File: src/rtl/gemm_pkg.sv
// gemm_pkg: shared state encoding and address-width helper for the GEMM sequencer
package gemm_pkg;
  typedef enum logic [1:0] {IDLE, ISSUE, DRAIN, DONE} state_t;
  function automatic int unsigned aw(input int unsigned n);
    return n > 1 ? $clog2(n) : 1;
  endfunction
endpackage

File: src/rtl/gemm_loop_cnt.sv
// gemm_loop_cnt: i/j/k nested wrap counter advancing on each accepted beat
module gemm_loop_cnt import gemm_pkg::*; #(
  parameter int unsigned M = 4,
  parameter int unsigned N = 4,
  parameter int unsigned K = 4,
  localparam int unsigned IW = aw(M),
  localparam int unsigned JW = aw(N),
  localparam int unsigned KW = aw(K)
) (
  input  logic          iclk,
  input  logic          irst,
  input  logic          clr,
  input  logic          adv,
  output logic [IW-1:0] i,
  output logic [JW-1:0] j,
  output logic [KW-1:0] k,
  output logic          first_k,
  output logic          last_k,
  output logic          last_all
);
  logic last_j, last_i;
  assign first_k  = k == '0;
  assign last_k   = k == KW'(K - 1);
  assign last_j   = j == JW'(N - 1);
  assign last_i   = i == IW'(M - 1);
  assign last_all = last_i && last_j && last_k;
  always_ff @(posedge iclk)
    if (!irst || clr) begin
      i <= '0;
      j <= '0;
      k <= '0;
    end else if (adv) begin
      k <= last_k ? '0 : k + 1'b1;
      if (last_k) j <= last_j ? '0 : j + 1'b1;
      if (last_k && last_j) i <= last_i ? '0 : i + 1'b1;
    end
endmodule

File: src/rtl/gemm_seq_ctrl.sv
// gemm_seq_ctrl: GEMM loop-nest sequencer with result credits and in-order write-back
module gemm_seq_ctrl import gemm_pkg::*; #(
  parameter int unsigned DATA_WIDTH    = 32,
  parameter int unsigned MATRIX_HEIGHT = 4,
  parameter int unsigned MATRIX_WIDTH  = 4,
  parameter int unsigned MATRIX_ADJUST = 4,
  parameter int unsigned MAX_OUT       = 4,
  localparam int unsigned AAW = aw(MATRIX_HEIGHT * MATRIX_ADJUST),
  localparam int unsigned BAW = aw(MATRIX_ADJUST * MATRIX_WIDTH),
  localparam int unsigned CAW = aw(MATRIX_HEIGHT * MATRIX_WIDTH)
) (
  input  logic           iclk,
  input  logic           irst,
  input  logic           start,
  input  logic           abort,
  output logic           busy,
  output logic           done,
  output logic           err,
  output logic           op_valid,
  input  logic           op_ready,
  output logic [AAW-1:0] a_addr,
  output logic [BAW-1:0] b_addr,
  output logic [CAW-1:0] c_addr,
  output logic           mac_clr,
  output logic           mac_last,
  input  logic           res_valid,
  output logic           wr_en,
  output logic [CAW-1:0] wr_addr
);
  localparam int unsigned M  = MATRIX_HEIGHT;
  localparam int unsigned N  = MATRIX_WIDTH;
  localparam int unsigned K  = MATRIX_ADJUST;
  localparam int unsigned CW = aw(MAX_OUT + 1);
  localparam int unsigned WW = aw(M * N + 1);
  state_t state, state_n;
  logic [CW-1:0] credits_used;
  logic [WW-1:0] wr_cnt;
  logic [aw(M)-1:0] i;
  logic [aw(N)-1:0] j;
  logic [aw(K)-1:0] k;
  logic first_k, last_k, last_all, xfer, run, accept, fin;
  gemm_loop_cnt #(.M(M), .N(N), .K(K)) u_loop (
    .iclk(iclk), .irst(irst), .clr(abort), .adv(xfer),
    .i(i), .j(j), .k(k), .first_k(first_k), .last_k(last_k), .last_all(last_all)
  );
  assign run      = state == ISSUE || state == DRAIN;
  assign busy     = run;
  assign done     = state == DONE;
  assign op_valid = state == ISSUE && !(first_k && credits_used == CW'(MAX_OUT));
  assign xfer     = op_valid && op_ready;
  assign wr_en    = res_valid && run && credits_used != '0;
  assign accept   = state == IDLE && start && !abort;
  assign fin      = wr_cnt + WW'(wr_en) == WW'(M * N);
  assign a_addr   = AAW'(i) * AAW'(K) + AAW'(k);
  assign b_addr   = BAW'(k) * BAW'(N) + BAW'(j);
  assign c_addr   = CAW'(i) * CAW'(N) + CAW'(j);
  assign mac_clr  = first_k;
  assign mac_last = last_k;
  assign wr_addr  = CAW'(wr_cnt);
  always_comb begin
    state_n = abort ? IDLE :
              state == IDLE  ? (start ? ISSUE : IDLE) :
              state == ISSUE ? (xfer && last_all ? DRAIN : ISSUE) :
              state == DRAIN ? (fin ? DONE : DRAIN) : IDLE;
  end
  always_ff @(posedge iclk)
    if (!irst) state <= IDLE;
    else state <= state_n;
  always_ff @(posedge iclk)
    if (!irst || abort) begin
      credits_used <= '0;
      wr_cnt       <= '0;
    end else begin
      credits_used <= credits_used + CW'(xfer && last_k) - CW'(wr_en);
      wr_cnt       <= accept ? '0 : wr_cnt + WW'(wr_en);
    end
  always_ff @(posedge iclk)
    if (!irst) err <= 1'b0;
    else if (res_valid && !wr_en) err <= 1'b1;
    else if (accept) err <= 1'b0;
endmodule

File: config.mk
export PLATFORM = sky130hd
export DESIGN_NAME = gemm_seq_ctrl
export DESIGN_NICKNAME = d
export VERILOG_FILES = /design/src/rtl/gemm_pkg.sv /design/src/rtl/gemm_loop_cnt.sv /design/src/rtl/gemm_seq_ctrl.sv
export SDC_FILE = /design/constraint.sdc
export NUM_CORES = 1
export LEC_CHECK = 0
export BUFFER_PORTS_ARGS = -buffer_cell sky130_fd_sc_hd__buf_2
export CAP_MARGIN = 20
export CORE_ASPECT_RATIO = 2
export CORE_MARGIN = 5
export CORE_UTILIZATION = 35
export DETAILED_ROUTE_END_ITERATION = 16
export PLACE_DENSITY = 0.63
export SYNTH_ARGS = -nofsm -noshare
export SYNTH_HDL_FRONTEND = slang
export SYNTH_HIERARCHICAL = 1
export SYNTH_SLANG_ARGS = --single-unit
File: constraint.sdc
create_clock -name iclk -period 3.1 [get_ports iclk]
set_input_delay 0.155 -clock iclk [delete_from_list [all_inputs] [get_ports iclk]]
set_output_delay 0.155 -clock iclk [all_outputs]
set_load 0.05 [all_outputs]
Word-level counts from Yosys, hierarchy flattened
Cells that the tools add are included.
- output and inout bits: 23
- bits in latches: 0
- word-level logic and storage cells: 63
- RAM bits: 0
- bits in registers: 17
- memories kept: 0
- ROM bits: 0
- input bits: 6
- add/subtract/negate cells: 9
- bitwise gates (word level): 1
- eq/ne operators: 8
- $lt $le $gt $ge: 0
- shift-type cells: 0
- $mul: 0
- reduce and logical (&&, ||, !) cells: 27
- muxes and demuxes: 11
- divide/modulo/power cells: 0
- operators by type and width (operator ; number):
    2-to-1 mux 2 bit ; 7
    logical AND 1 bit ; 13
    adder 4 x 2 -> 4 bit ; 3
    == test 2 bit, second input constant ; 5
    adder 2 x 1 -> 2 bit, second input constant ; 3
    adder 5 x 1 -> 5 bit ; 1
    == test 5 bit, second input constant ; 1
    logical NOT 1 bit ; 4
    logical NOT 2 bit ; 2
    2-to-1 mux 1 bit ; 4
    AND reduction 2 bit ; 2
    OR reduction 2 bit ; 2
    adder 3 x 1 -> 3 bit ; 1
    == test 3 bit, second input constant ; 1
    nonzero test 3 bit ; 1
    subtractor 3 x 1 -> 3 bit ; 1
    == test 2 x 1 -> 1 bit, second input constant ; 1
    logical OR 1 bit ; 2
    nonzero test 2 bit ; 1
    inverter 1 bit ; 1

Logic depth before layout (Yosys ltp)
- depth in word-level cells: 10
- depth in mapped cells: 12
- mapped depth without buffers: 12

Hierarchy
Netlist, hierarchy kept.
- by module, submodules not included (module ; area each (um^2) ; times used ; cells each ; sequential area each (um^2)):
    gemm_seq_ctrl ; 689.4 ; 1 ; 74 ; 220.2
    gemm_loop_cnt ; 347.8 ; 1 ; 34 ; 120.1

Worst setup path after synthesis
No wires, ideal clock.
- kind: register to register
- start point: reg state[0]
- end point: reg credits_used[2]
- library setup time: 0.116 ns
- clock period less this slack: 3.162 ns
- cell stages (with the launch flop): 12
- slack: -0.062 ns
- buffers on the path: 0
- arrival: 3.046 ns
- required time: 2.984 ns
- cells stage by stage: dfxtp_1 inv_1 ha_1 o31ai_1 nor2_1 ha_1 inv_1 ha_1 fa_1 xnor2_1 xnor2_1 nor2_1
- elaborated cells on any way between the ends: 10
- classes of those cells: 2 x add/sub; 2 x eq/ne; 6 x reduce/logical
- RTL lines (element ; RTL line ; text):
    start, declared ; gemm_seq_ctrl.sv:35 ; state_t state, state_n;
    start signal, assigned ; gemm_seq_ctrl.sv:68 ; else state <= state_n;
    == test 2 x 1 -> 1 bit / == test 2 bit (equally long branches) ; gemm_seq_ctrl.sv:46 ; assign run = state == ISSUE || state == DRAIN;
    logical OR 1 bit (*) ; gemm_seq_ctrl.sv:46 ;
    named net busy ; gemm_seq_ctrl.sv:16 ; output logic busy,
    logical AND 1 bit (*) (2 in a row) ; gemm_seq_ctrl.sv:51 ; assign wr_en = res_valid && run && credits_used != '0;
    named net wr_en ; gemm_seq_ctrl.sv:27 ; output logic wr_en,
    subtractor 3 x 1 -> 3 bit (*) ; gemm_seq_ctrl.sv:74 ; credits_used <= credits_used + CW'(xfer && last_k) - CW'(wr_en);
    end signal, assigned ; gemm_seq_ctrl.sv:74 ;
    end, declared ; gemm_seq_ctrl.sv:36 ; logic [CW-1:0] credits_used;
The timed path passes the listed nets; every way through them passes the cells marked *.
A chain may end at the register's enable or synchronous reset.

Final worst setup path
- start point: reg u_loop.k[0]
- end point: reg credits_used[2]
- longest elaborated chain between the ends: 8
- elaborated cells on any way between the ends: 9
- classes of those cells: 2 x add/sub; 1 x eq/ne; 6 x reduce/logical
- RTL lines (element ; RTL line ; text):
    start, declared ; gemm_loop_cnt.sv:16 ; output logic [KW-1:0] k,
    start signal, assigned ; gemm_loop_cnt.sv:33 ; k <= last_k ? '0 : k + 1'b1;
    logical NOT 2 bit ; gemm_loop_cnt.sv:22 ; assign first_k = k == '0;
    logical AND 1 bit ; gemm_seq_ctrl.sv:49 ; assign op_valid = state == ISSUE && !(first_k && credits_used == CW'(MAX_OUT));
    logical NOT 1 bit ; gemm_seq_ctrl.sv:49 ;
    logical AND 1 bit ; gemm_seq_ctrl.sv:49 ;
    logical AND 1 bit ; gemm_seq_ctrl.sv:50 ; assign xfer = op_valid && op_ready;
    named net xfer ; gemm_seq_ctrl.sv:41 ; logic first_k, last_k, last_all, xfer, run, accept, fin;
    logical AND 1 bit ; gemm_seq_ctrl.sv:74 ;
    adder 3 x 1 -> 3 bit ; gemm_seq_ctrl.sv:74 ;
    subtractor 3 x 1 -> 3 bit ; gemm_seq_ctrl.sv:74 ;
The timed path passes the listed nets, and every way through them passes these cells.

==> run_results.csv <==
group,metric,value,unit
cts,cts_tree,"done",
worst_hold_path,hold_start,"res_valid",
run,drv_cap,0,
sta,setup-violations-final,0,
cts,clk_pin_slew,0.07,ns
route,num_vias,795,
die,top_level_ports,29,
die,rows,28,
cts,clk_path_buf_depth,2,
power_and_ir_drop,p_clk_share,39.7,%
setup_path,r2r_setup_slack,0.55,ns
power_and_ir_drop,power_density,356,nW/um^2
setup_path,start_kind,"flip-flop",
placed_design,place.gp.congestion,0.820,
sta,clock_skew,0.000986,ns
synthesis,synth_seq_cells,17,
route,drc_errors,0,
synthesis,synth_top_family_by_area,"simple AND/OR/NAND/NOR gates",
placed_design,port_buffers,28,
synthesis,synth_nets,128,
sta,slew_violations,0,
setup_path,cp.required,3.24,ns
route,totalWireLength,2170,um
cts,clk_latency,0.25,ns
route,drtPass1Iterations,4,
power_and_ir_drop,p_sw,0.0995,mW
run_status,status,"finished clean",
grt,grt_max_degree,11,
power_and_ir_drop,power_frac_seq,52.5,%
grt,grt-ovfl-total,0,
synthesis,synth_mux_area_share,2.90,%
grt,grt.total_usage,11.0,%
setup_path,cp_max_fo,10,
setup_path,crit_start,"u_loop/k[0]",
power_and_ir_drop,peakVddDrop,189,uV
cts,cts_made_buffers,3,
die,die-width,48.5,um
sta,hold_viol,0,
sta,fmax,392,MHz
synthesis,synth-xor-area-share,4.22,%
setup_path,crit_type,"flip-flop to flip-flop",
setup_path,worstPathArrival,2.69,ns
synthesis,synth_compound_area_share,8.32,%
synthesis,yosysWarnings,6,
layout,n_fill_cell,289,
power_and_ir_drop,p_comb_share,7.8,%
worst_hold_path,min_to,"err",
synthesis,syn_inst,108,
die,dieArea,4220,um^2
power_and_ir_drop,p_leak,0.578,nW
grt,grt_pass1_vias,828,
sta,relSlewSlack,75.0,%
sta,fin_crit,2.55,ns
synthesis,yosysSeqAreaShare,32.8,%
route,viasPerCell,5.00,
cts,cts-root-buf,"clkbuf_8",
grt,grt_antenna_before_repair,0,
synthesis,synthAdderAreaFrac,17.6,%
worst_hold_path,min_path_type,"input pin to flip-flop",
sta,whs,0.184,ns
power_and_ir_drop,power.internal,0.322,mW
layout,area_delta_synth_final,14.0,%
cts,htreeDepth,1,
route,drt_iter0_drc,18,
setup_path,reg2reg_from,"u_loop/k[0]",
power_and_ir_drop,p_sw_share,23.6,%
cts,cts_sinks,17,
sta,fin_crit_sh,82.2,%
sta,rsz0062_at_grt,"no",
setup_path,reg2reg_depth,12,
synthesis,synth_area,1040,um^2
cts,cts_resized,0,
layout,nNetsFinal,150,
synthesis,yosys.area_share.simple,23.2,%
route,wire_per_inst,13.6,um
die,core,2910,um^2
cts,cts_setup_buffers,0,
placed_design,hpwl,1790,um
sta,worstMarginPinSlew,0.372,ns
layout,antennaDiodeCount,0,
grt,grt_pass1_wl,3710,um
die,die_y,87.0,um
sta,tns,0,ns
synthesis,ys_types,34,
setup_path,cp-end-kind,"flip-flop",
route,ant_nets,0,
die,start_util,35.7,%
setup_path,rr_endpoint,"credits_used[2]",
synthesis,syn_avg_cell_area,9.60,um^2
layout,final_layout_size_suffix_gt1_share,29.5,%
cts,cts_hold_buf,0,
worst_hold_path,hold_depth,3,
metal layers:
layer  GRT usage [%]  vias to the layer above  part of all wire [%]
li1                -                      399                     -
met1            11.4                      364                    38
met2            19.4                       24                    53
met3            2.23                        8                   5.0
met4            7.60                        0                   4.2
met5               0                        -                     0
worst max-delay path: stages (launching register included):
cell,delay [ns]
dfxtp_1,0.43
inv_1,0.07
ha_1,0.24
nand4bb_4,0.11
and3_2,0.30
nand2_1,0.08
ha_1,0.27
inv_1,0.04
ha_1,0.18
fa_1,0.38
xnor2_1,0.17
xnor2_1,0.13
nor2_1,0.05
placed cells by master (no fill, tap or decap), drive strengths merged, types with 2 or more instances in the layout:
master   synthesis  layout
and2             3       3
buf             10      28
nand3            3       3
nand4bb          2       2
clkbuf           1       4
a21oi            5       5
dfxtp           17      17
nor2b            2       2
xor2             2       2
nand2b           2       2
and3             5       5
mux2i            3       3
inv              9       9
ha              13      13
xnor2            3       3
nand2            4       4
nor2             7       7
a21bo            2       2
nand3b           3       3
final cells by class:
type                            count  area [um^2]  area share [%]
Timing Repair Buffer               28          140            11.9
Tap cell                           30         37.5            3.17
Inverter                            9         33.8            2.86
Multi-Input combinational cell     71          586            49.5
Sequential cell                    17          340            28.8
Clock buffer                        4         45.0            3.81
registers in the layout, summed over array words and instances, names as in the netlist:
name / count
credits_used: 3
wr_cnt: 5
u_loop/k: 2
u_loop/j: 2
state: 2
u_loop/i: 2
err: 1
worst max path at each step:
stage,end
after global routing,credits_used[2]
final,credits_used[2]
after CTS,credits_used[2]
after global placement,credits_used[2]
after detailed placement,credits_used[2]
after floorplan,credits_used[2]
power by group through the flow:
stage          registers [mW]  logic, mW  clock network (mW)
3_3_place_gp            0.226     0.0324                   0
6_report                0.221     0.0328               0.167
4_1_cts                 0.221     0.0331               0.174
5_1_grt                 0.221     0.0357               0.176
2_1_floorplan           0.230     0.0186                   0
3_5_place_dp            0.226     0.0331                   0
per-stage QoR:
| step | worst slack [ns] | utilization [%] | instances | instance area [um^2] | total power, mW |
|---|---|---|---|---|---|
| 6_report | 0.551 | 40.7 | 159 | 1180 | 0.421 |
| 5_1_grt | 0.307 | 40.7 | 159 | 1180 | 0.432 |
| 4_1_cts | 0.526 | 40.7 | 159 | 1180 | 0.428 |
| 3_5_place_dp | 0.536 | 39.1 | 155 | 1140 | 0.259 |
| 3_3_place_gp | 0.642 | 39.1 | 155 | 1140 | 0.259 |
| 2_1_floorplan | 0.118 | - | 108 | 1040 | 0.249 |
cells in the mapped netlist:
library cell	instances	area [um^2]
nor3_1	1	5.00
nor2b_1	2	12.5
a21oi_1	5	25.0
a21boi_0	1	7.51
nand3_1	3	15.0
nand4_1	1	6.26
xor2_1	2	17.5
buf_4	10	75.1
nand4bb_1	1	11.3
and3_1	4	25.0
o31ai_1	1	7.51
nand2_1	4	15.0
nand4bb_4	1	27.5
o22ai_1	1	6.26
or2b_1	1	7.51
and3_2	1	7.51
and2_2	1	7.51
ha_1	13	163
clkbuf_2	1	5.00
inv_1	9	33.8
xnor2_1	3	26.3
mux2i_1	3	30.0
nand2b_1	2	12.5
dfxtp_1	17	340
a21bo_2	2	20.0
fa_1	1	20.0
nor2_1	7	26.3
nor3b_1	1	7.51
or3b_1	1	8.76
o21ai_0	1	5.00
nand3b_1	3	22.5
a311oi_2	1	15.0
or4b_1	1	10.0
and2_1	2	12.5
cells by family (layout without fill, tap and decap cells):
kind of cell    Yosys count  count (layout)
compound gates           12              12
xor+xnor                  5               5
fa+ha+maj                14              14
buf+inv                  20              41
flops                    17              17
mux                       3               3
simple gates             37              37
(Power assumes the default switching activity.)
